### config.mk
export PLATFORM = sky130hd
export DESIGN_NAME = stopwatch_ctrl
export DESIGN_NICKNAME = d
export VERILOG_FILES = /design/src/rtl/stopwatch_ctrl_pkg.sv /design/src/rtl/stopwatch_ctrl_debounce.sv /design/src/rtl/stopwatch_ctrl.sv
export SDC_FILE = /design/constraint.sdc
export NUM_CORES = 1
export LEC_CHECK = 0
export CORE_UTILIZATION = 39
export DETAILED_ROUTE_END_ITERATION = 10
export SLEW_MARGIN = 20
export SYNTH_ARGS = -nofsm -noshare
export SYNTH_HDL_FRONTEND = slang
export SYNTH_SLANG_ARGS = --single-unit
export TNS_END_PERCENT = 20
### constraint.sdc
create_clock -name clk -period 2.35 [get_ports clk]
set_input_delay 0.705 -clock clk [delete_from_list [all_inputs] [get_ports clk]]
set_output_delay 0.705 -clock clk [all_outputs]
set_load 0.005 [all_outputs]
### src/rtl/stopwatch_ctrl_pkg.sv
// stopwatch_ctrl_pkg: shared FSM state encoding and default timing parameters
package stopwatch_ctrl_pkg;
  typedef enum logic [1:0] {ST_RUN = 2'd0, ST_PAUSE = 2'd1, ST_ADJUST = 2'd2} state_e;
  localparam int DB_CYCLES_DEF = 1_000_000;
  localparam int SYNC_STAGES_DEF = 2;
  localparam int CNT_W = 24;
endpackage

### src/rtl/stopwatch_ctrl_debounce.sv
// debounce: synchronizer plus debouncer; in raw, out debounced level and one-cycle rise
module debounce
  import stopwatch_ctrl_pkg::*;
#(
  parameter int DB_CYCLES = DB_CYCLES_DEF,
  parameter int SYNC_STAGES = SYNC_STAGES_DEF
) (
  input  logic clk,
  input  logic rst,
  input  logic raw,
  output logic level,
  output logic rise
);
  localparam logic [CNT_W-1:0] CNT_LAST = CNT_W'(DB_CYCLES - 1);
  logic [SYNC_STAGES-1:0] sync_q, sync_d;
  logic [CNT_W-1:0] cnt_q, cnt_d;
  logic lvl_q, lvl_d, rise_q, rise_d, samp, hit;
  assign samp = sync_q[SYNC_STAGES-1];
  assign level = lvl_q;
  assign rise = rise_q;
  always_comb begin
    sync_d = {sync_q[SYNC_STAGES-2:0], raw};
    hit = samp != lvl_q && cnt_q == CNT_LAST;
    cnt_d = (samp == lvl_q || hit) ? '0 : (&cnt_q) ? cnt_q : cnt_q + 1'b1;
    lvl_d = hit ? samp : lvl_q;
    rise_d = hit & samp;
  end
  always_ff @(posedge clk) begin
    if (!rst) begin
      sync_q <= '0;
      cnt_q <= '0;
      lvl_q <= 1'b0;
      rise_q <= 1'b0;
    end else begin
      sync_q <= sync_d;
      cnt_q <= cnt_d;
      lvl_q <= lvl_d;
      rise_q <= rise_d;
    end
  end
endmodule

### src/rtl/stopwatch_ctrl.sv
// stopwatch_ctrl: debounced buttons drive RUN/PAUSE/ADJUST FSM; out paused, clr, set_pulse, adj, state
module stopwatch_ctrl
  import stopwatch_ctrl_pkg::*;
#(
  parameter int DB_CYCLES = DB_CYCLES_DEF,
  parameter int SYNC_STAGES = SYNC_STAGES_DEF
) (
  input  logic       clk,
  input  logic       rst,
  input  logic       btn_pause_raw,
  input  logic       btn_clear_raw,
  input  logic       btn_set_raw,
  input  logic       sw_adj_raw,
  output logic       paused,
  output logic       clr,
  output logic       set_pulse,
  output logic       adj,
  output logic [1:0] state
);
  logic pause_rise, clear_rise, set_rise, adj_lvl;
  logic pause_lvl_unused, clear_lvl_unused, set_lvl_unused, adj_rise_unused;
  state_e state_q, state_d;
  logic paused_q, paused_d, clr_q, clr_d, set_q, set_d, adj_q, adj_d;
  debounce #(.DB_CYCLES(DB_CYCLES), .SYNC_STAGES(SYNC_STAGES)) u_pause (
    .clk(clk), .rst(rst), .raw(btn_pause_raw), .level(pause_lvl_unused), .rise(pause_rise));
  debounce #(.DB_CYCLES(DB_CYCLES), .SYNC_STAGES(SYNC_STAGES)) u_clear (
    .clk(clk), .rst(rst), .raw(btn_clear_raw), .level(clear_lvl_unused), .rise(clear_rise));
  debounce #(.DB_CYCLES(DB_CYCLES), .SYNC_STAGES(SYNC_STAGES)) u_set (
    .clk(clk), .rst(rst), .raw(btn_set_raw), .level(set_lvl_unused), .rise(set_rise));
  debounce #(.DB_CYCLES(DB_CYCLES), .SYNC_STAGES(SYNC_STAGES)) u_adj (
    .clk(clk), .rst(rst), .raw(sw_adj_raw), .level(adj_lvl), .rise(adj_rise_unused));
  always_comb begin
    state_d = ST_PAUSE;
    case (state_q)
      ST_RUN:    state_d = adj_lvl ? ST_ADJUST : pause_rise ? ST_PAUSE : ST_RUN;
      ST_PAUSE:  state_d = adj_lvl ? ST_ADJUST : pause_rise ? ST_RUN : ST_PAUSE;
      ST_ADJUST: state_d = adj_lvl ? ST_ADJUST : ST_PAUSE;
      default:   state_d = ST_PAUSE;
    endcase
    paused_d = state_d != ST_RUN;
    adj_d = state_d == ST_ADJUST;
    clr_d = clear_rise;
    set_d = set_rise && state_q == ST_ADJUST;
  end
  always_ff @(posedge clk) begin
    if (!rst) begin
      state_q <= ST_PAUSE;
      paused_q <= 1'b1;
      adj_q <= 1'b0;
      clr_q <= 1'b0;
      set_q <= 1'b0;
    end else begin
      state_q <= state_d;
      paused_q <= paused_d;
      adj_q <= adj_d;
      clr_q <= clr_d;
      set_q <= set_d;
    end
  end
  assign paused = paused_q;
  assign adj = adj_q;
  assign clr = clr_q;
  assign set_pulse = set_q;
  assign state = state_q;
endmodule
# After elaboration in Yosys (flattened, before gate mapping)
# Cells that the tools add are included.
word_totals:
  ff_bits: 117
  input_bits: 6
  out_inout_bits: 6
  elab_cells: 68
op_classes:
  n_mux: 6
  n_addsub: 4
  eq_ne: 15
  bitwise_logic: 4
  n_reduce_logical: 19
ops:
  columns: ["operator", "count"]
  rows:
  - ["24-bit by 1-bit adder with 24-bit output (second input constant)", 4]
  - ["24-bit by 20-bit equality test with 1-bit output (second input constant)", 4]
  - ["24-bit AND reduction", 4]
  - ["2-bit OR reduction", 4]
  - ["2-bit 2-to-1 mux", 3]
  - ["2-bit case mux with 3 select lines", 1]
  - ["1-bit logical AND", 5]
  - ["1-bit equality test", 4]
  - ["2-bit equality test (second input constant)", 2]
  - ["1-bit logical OR", 4]
  - ["1-bit != test", 4]
  - ["1-bit bitwise AND", 3]
  - ["2-bit by 1-bit equality test with 1-bit output (second input constant)", 1]
  - ["2-bit zero test", 1]
  - ["1-bit 2-to-1 mux", 2]
  - ["2-bit nonzero test", 1]
  - ["1-bit inverter", 1]

# Depth between registers and ports, before layout
# Gate-level depths: netlist of the first run.
logic_depth:
  ltp_word: 4
  ltp_mapped: 7
  ltp_nobuf: 6

# Hierarchy
# Synthesis of the first run repeated with hierarchy kept, for this count alone.
unflattened:
  hier_cells: 686
  hier_area_um2: 5899.4
modules_own_cells:
  columns: ["module", "area_per_inst_um2", "cells_per_inst", "instances", "seq_area_each_um2"]
  rows:
  - ["debounce", 1425.1, 167, 4, 560.5]
  - ["stopwatch_ctrl", 198.9, 18, 1, 120.1]

# Least setup slack after synthesis of the first run
# OpenSTA, ideal clock, no wires.
synth_path:
  kind: "register to register"
  start: "register u_set.cnt_q[0]"
  end: "register u_set.cnt_q[0]"
  setup_slack_ns: 0.536
  period_less_slack_ns: 1.814
  setup_ns: 0.118
  stages_incl_launch_ff: 8
  t_required_ns: 2.232
  n_path_buf: 1
  arrival_ns: 1.695
  path_cell_list: "dfxtp_1 > ha_1 > nand4_1 > or3_4 > buf_6 > nor2_1 > xor2_1 > nor2_1"
synth_between:
  elab_chain_len: 4
  word_cells_on_any_way: 6
  classes_between: "1 x add/sub; 1 x eq/ne; 4 x reduce/logical"
synth_rtl:
  columns: ["element", "line_no", "text"]
  rows:
  - ["start: declaration", "stopwatch_ctrl_debounce.sv:16", "logic [CNT_W-1:0] cnt_q, cnt_d;"]
  - ["start signal: assignment", "stopwatch_ctrl_debounce.sv:36", "cnt_q <= cnt_d;"]
  - ["parallel branches: the longest is 4 deep, another holds 24-bit by 1-bit adder with 24-bit output", null, null]
# Parallel ways; which one is timed is not known.
# A chain may end at the register's enable or synchronous reset.

# Final worst setup path of the first run
layout_path:
  start: "register u_clear.cnt_q[0]"
  end: "register u_clear.cnt_q[18]"
layout_between:
  elab_chain_len: 4
  word_cells_on_any_way: 6
  classes_between: "1 x add/sub; 1 x eq/ne; 4 x reduce/logical"
layout_rtl:
  columns: ["element", "line_no"]
  rows:
  - ["start: declaration", "stopwatch_ctrl_debounce.sv:16"]
  - ["start signal: assignment", "stopwatch_ctrl_debounce.sv:36"]
  - ["parallel branches: the longest is 4 deep, another holds 24-bit by 1-bit adder with 24-bit output", null]
# Parallel ways; which one is timed is not known.

==> results of run 1 <==
[repair_timing]
action                                  in CTS  in global routing
hold buffers                                 0                  0
endpoints found under the setup margin       0                  4
gates resized for setup                      0                  1
[synthesized netlist by cell type, types with 5 or more instances]
cell type  instances  share of area (%)
dfxtp_1          117                 42
nor2_1            86                5.8
xnor2_1           57                8.9
a21oi_1           40                3.6
nand2_1           40                2.7
nand3_1           34                3.0
nand4_1           33                3.7
nor3_1            20                1.8
and2_1            17                1.9
nor4_1            16                1.8
and3_1            15                1.7
buf_2             15                1.3
o21ai_0           15                1.3
and4_1            14                2.2
xor2_1            14                2.2
or3_1             10                1.1
a211oi_1           9                1.2
inv_1              9               0.60
nor2b_1            9                1.0
clkbuf_1           7               0.47
nor4b_1            7                1.1
a31oi_1            6               0.67
nor3b_1            6               0.80
mux2i_1            5               0.89
nor4_4             5                1.9
[power by group]
group / switching (mW) / internal [mW]
clock network: 0.892 / 1.95
registers: 0.00517 / 1.99
logic: 0.0255 / 0.0208
[flip-flops by register name, summed over array words and instances, names as in the netlist, 2 cells and up]
register / count
u_clear.sync_q: 2
u_set.cnt_q: 24
u_adj.sync_q: 2
u_clear.cnt_q: 24
u_set.sync_q: 2
u_pause.sync_q: 2
u_pause.cnt_q: 24
u_adj.cnt_q: 24
state: 2
[metrics by stage]
stage	std cells	setup slack (ns)
2_1_floorplan	645	0.5364
3_3_place_gp	824	0.2037
3_5_place_dp	824	0.1052
4_1_cts	856	0.1756
5_1_grt	856	0.07618
6_report	856	0.3007
[metal layers]
layer  routed length (µm)  vias to the layer above  part of all wire, %
met5                    0                        -                    0
met4                  160                        0                  1.4
met3                  373                       14                  3.2
met2                 5420                       52                   47
met1                 5607                     2119                   48
li1                     -                     2349                    -
[worst max path at each step]
stage | from | end | slack [ns] | depth (start not counted)
global placement | rst | u_clear.cnt_q[10] | 0.20 | 4
finish | u_clear.cnt_q[0] | u_clear.cnt_q[18] | 0.30 | 6
detailed placement | rst | u_clear.cnt_q[10] | 0.11 | 4
global route | u_set.cnt_q[0] | u_set.cnt_q[0] | 0.08 | 6
floorplan | u_set.cnt_q[0] | u_set.cnt_q[0] | 0.54 | 7
CTS | u_clear.cnt_q[0] | u_clear.cnt_q[18] | 0.18 | 6
[logic make-up (layout without fill, tap and decap cells)]
group           count (synthesis)  after routing  share of synthesized area (%)
simple gates                  331            331                          33.51
flops                         117            117                          41.80
buf+inv                        33             64                          2.701
fa+ha+maj                       4              4                         0.8931
xor+xnor                       71             71                          11.10
mux                             5              5                         0.8931
compound gates                 84             84                          9.109
[cell usage in the layout, fill, tap and decap left out, types with 16 or more instances in the layout]
master and count:
dfxtp_1 117, nor2_1 86, xnor2_1 57, a21oi_1 40, nand2_1 40, nand3_1 34
nand4_1 33, nor3_1 20, and2_1 17, clkbuf_16 17, nor4_1 16
[cell type report]
type / instances / area, µm²
clock inverters: 10 / 175.2
well taps: 180 / 225.2
repair buffers: 23 / 200.2
fillers: 1357 / 7366
multi-input cells: 495 / 3118
inverters: 9 / 33.78
flip-flops and latches: 117 / 2342
clock buffers: 22 / 474.2
==> results.cfg, run 1 <==
[outcome]
outcome = finished clean

[setup_path]
slowest_stage = or3_1
cp_top_family = simple AND/OR/NAND/NOR gates
ff2ff_setup_slack_ns = 0.30
r2r_end = u_clear.cnt_q[18]
r2r_start = u_clear.cnt_q[0]
required_ns = 2.65
start_kind = register
crit_type = reg2reg
critical_path.max_stage_delay_ns = 0.48
crit_fanout = 24
cp.arrival_ns = 2.34
r2r_cells = 6
worstPathCellList = ha_1, and3_1, nand3_1, or3_1, nand3_4, nor3_1
path_buf_inv = 0
end_kind = register

[grt]
gr-total-overflow = 0
grt_pass1_vias = 4283
grtUsageMet3_pct = 4.822
busiest_layer = met2
grt_antenna_before_repair = 0
grt_pass1_wl_um = 19870
use_met2_pct = 27.05
grt_max_degree = 25
grt_use_total_pct = 17.00
met1_usage_pct = 21.68

[synthesis]
synth_nets = 655
synth_seq_area_share_pct = 41.80
ys.flop_type = dfxtp_1
syn_area_um2 = 5604
yosysUniqueCellTypes = 48
synth-edff-count = 0
synth_seq_cells = 117
ys_warn_count = 0
synth_area_per_cell_um2 = 8.689
ys_async_sr_fraction_pct = 0
netlist_instances = 645

[route]
post-route-drc-count = 0
drt-pass1-iter-count = 4
ant_nets = 0
drt_iter0_markers = 268
wire_per_inst_um = 13.51
vias = 4534
routed_wl_um = 11560
viasPerCell = 5.297

[hold_path]
min_path_type = reg2reg
hp-start = u_pause.sync_q[0]
min_to = u_pause.sync_q[1]
hold_depth = 1

[run]
cap_viol_max_count = 0

[clock_tree]
cts_buffers = 17
cts_tree = built
clkTransAtPathRegs_ns = 0.05
post_cts_buffers = 0
cts-htree-levels = 4
clock_path_buffers = 2
numClockSinks = 117
clock_latency_ns = 0.42
cts-root-buf = clkbuf_16

[die]
start_util_pct = 40.22
num_rows = 43
die_area_um2 = 14850
die_h_um = 121.9
io_pins = 12
core_area_um2 = 13930
die_w_um = 121.9

[timing]
setup_viol = 0
report.final.slew_viol_count = 0
final.min_clock_period_ns = 2.049
fin_crit_sh_pct = 87.20
worst_slew_pin_slew_ns = 0.6976
timing.setup.tns_ns = 0
rsz0062_at_grt = no
fin_worst_skew_ns = 0.004373
slew_headroom_pct = 53.06
holdWs_ns = 0.4321
fmax_mhz = 488.0
finalHoldViolCount = 0

[place]
gp_congestion = 0.7787
dpl_cell_area_um2 = 5912
portBuffers = 11
dp_hpwl_um = 7803

[final_layout]
area_growth_pct = 17.21
drive_gt1_share_pct = 9.615
n_antenna_cell = 0
fin_util_pct = 47.14
final_nets = 673
fin_area_um2 = 6569

[power]
fin_total_pwr_mw = 4.891
peakVddDrop_mv = 0.5805
p_per_area_nw_per_um2 = 744.6
p_leak_nw = 2.088
Power figures use the tool's default switching activity.
==> inputs of run 2 (changes only) <==
--- a/config.mk
+++ b/config.mk
@@ -7,6 +7,8 @@
 export LEC_CHECK = 0
 export CORE_UTILIZATION = 39
 export DETAILED_ROUTE_END_ITERATION = 10
+export PLACE_DENSITY = 0.6
+export SKIP_CTS_REPAIR_TIMING = 1
 export SLEW_MARGIN = 20
 export SYNTH_ARGS = -nofsm -noshare
 export SYNTH_HDL_FRONTEND = slang
==> results of run 2 <==
The final DEF is identical to that of run 1; final timing and power are the same.
==> inputs of run 3 (changes only) <==
--- a/config.mk
+++ b/config.mk
@@ -9,7 +9,7 @@
 export DETAILED_ROUTE_END_ITERATION = 10
 export PLACE_DENSITY = 0.6
 export SKIP_CTS_REPAIR_TIMING = 1
-export SLEW_MARGIN = 20
+export SLEW_MARGIN = 15
 export SYNTH_ARGS = -nofsm -noshare
 export SYNTH_HDL_FRONTEND = slang
 export SYNTH_SLANG_ARGS = --single-unit
==> results of run 3 <==
The final DEF is identical to that of run 1; final timing and power are the same.
==> variant: new RTL, config.mk and constraints of run 3 <==
`SYNC_STAGES_DEF`: 2 -> 4.
--- a/src/rtl/stopwatch_ctrl_pkg.sv
+++ b/src/rtl/stopwatch_ctrl_pkg.sv
@@ -4,3 +4,3 @@
   localparam int DB_CYCLES_DEF = 1_000_000;
-  localparam int SYNC_STAGES_DEF = 2;
+  localparam int SYNC_STAGES_DEF = 4;
   localparam int CNT_W = 24;
Check against the original RTL: no difference found for any inputs over 10 cycles, from zero or initial values and one cycle with rst low; that may be too few to reach the edited logic, so the function may still have changed.
==> variant against run 3 <==
- first-iteration DRC count grew 20%
- power decreased by 1.7%
- setup slack worse by 0.071 ns
- wire length grew 6.0%
- area after synthesis rose by 4.7%
- design area grew 3.0%
- sequential cell count increased by 8
==> variant: results (changes against run 3) <==
stage	metric	value	unit	change
place	GP Congestion	0.8637		+11%
logic_synthesis	syn nets	668		+2.0%
logic_synthesis	share of the yosys chip area belonging to registers	0.4265		+0.008580
critical_path	Arrival @ worst endpoint	2.41	ns	+0.07 ns
grt	global-route wire length before repair	21290	um	+7.2%
finish	CLK BUF	25		+14%
finish	layout cells sized above 1	0.08455		-0.01161
pwr	Clock group	2.64	mW	-7.4%
pwr	worst IR drop on VDD	0.4834	mV	-17%
critical_path	flop2flop setup slack	0.23	ns	-0.07 ns
finish	inverters	5		-4
timing	Max Clock Skew	0.01002	ns	+0.005652 ns
logic_synthesis	Seq cells post-synth	125		+6.8%
finish	clk cell area share	0.08803		-0.01082
grt	vias in the first global route	4534		+5.9%
finish	buffering overhead	0.03366		+0.003184
logic_synthesis	Synth area leaders	dfxtp_1, nor2_1, xor2_1		
critical_path	Slowest-stage cell, CP	or4_1		
logic_synthesis	synth cell count leaders	dfxtp_1, nor2_1, nand2_1		
min_path	hold_sp	u_pause.sync_q[2]$_SDFF_PN0_		
finish	sequential share of cell area	0.3699		+0.01332
detailed_routing	WL met2	5745	um	+6.0%
timing	Fin Hold WS	0.4216	ns	-0.01045 ns
grt	pin count of the biggest net entering global routing	33		+32%
critical_path	CP max stage delay	0.61	ns	+0.13 ns
detailed_routing	Iteration-0 DRC Markers	321		+20%
min_path	worst hold path endpoint	u_pause.sync_q[3]$_SDFF_PN0_		
critical_path	Critical Path End	u_pause.cnt_q[8]$_SDFFE_PP0N_		
finish	Signal buffers	25		+8.7%
finish	fin nets	683		+1.5%
status	run status	complete, no violations		
finish	multi-input logic portion of the cell area	0.4716		-0.003056
place	HPWL after DPL	8182	um	+4.9%
detailed_routing	DRT Pass-1 Iters	5		+1
grt	grt met2 use	0.2571		-0.01341
grt	GR Util met1	0.2199		+0.003152
detailed_routing	vias per cell	5.517		+4.2%
variant: cell types whose count changed after synthesis, sizes merged, moves of 7 or more:
cell   change
xnor2     -28
xor2      +19
a21oi     -12
or4       +10
dfxtp      +8
o31ai      +8
and2       +7
variant: kinds of logic (layout without fill, tap and decap cells):
group	after synthesis	after routing	share of synthesized area
XOR/XNOR	62	62	0.09256
adder cells (fa/ha/maj)	4	4	0.008531
AND/OR/NAND/NOR	334	334	0.3231
buffers and inverters	34	62	0.03220
flip-flops	125	125	0.4265
multiplexers	8	8	0.01365
AO/OA/AOI/OAI	91	91	0.1034
variant: per-stage QoR:
stage	setup slack (ns)	area (um2)	power, mW	util	cells
after global routing	0.06001	6765	4.977	0.4637	870
after global placement	0.1565	6155	2.213	0.4219	838
final	0.2299	6765	4.808	0.4637	870
after detailed placement	0.1066	6155	2.215	0.4219	838
after CTS	0.1196	6750	4.870	0.4627	870
after floorplan	0.4388	5867	2.197	-	658
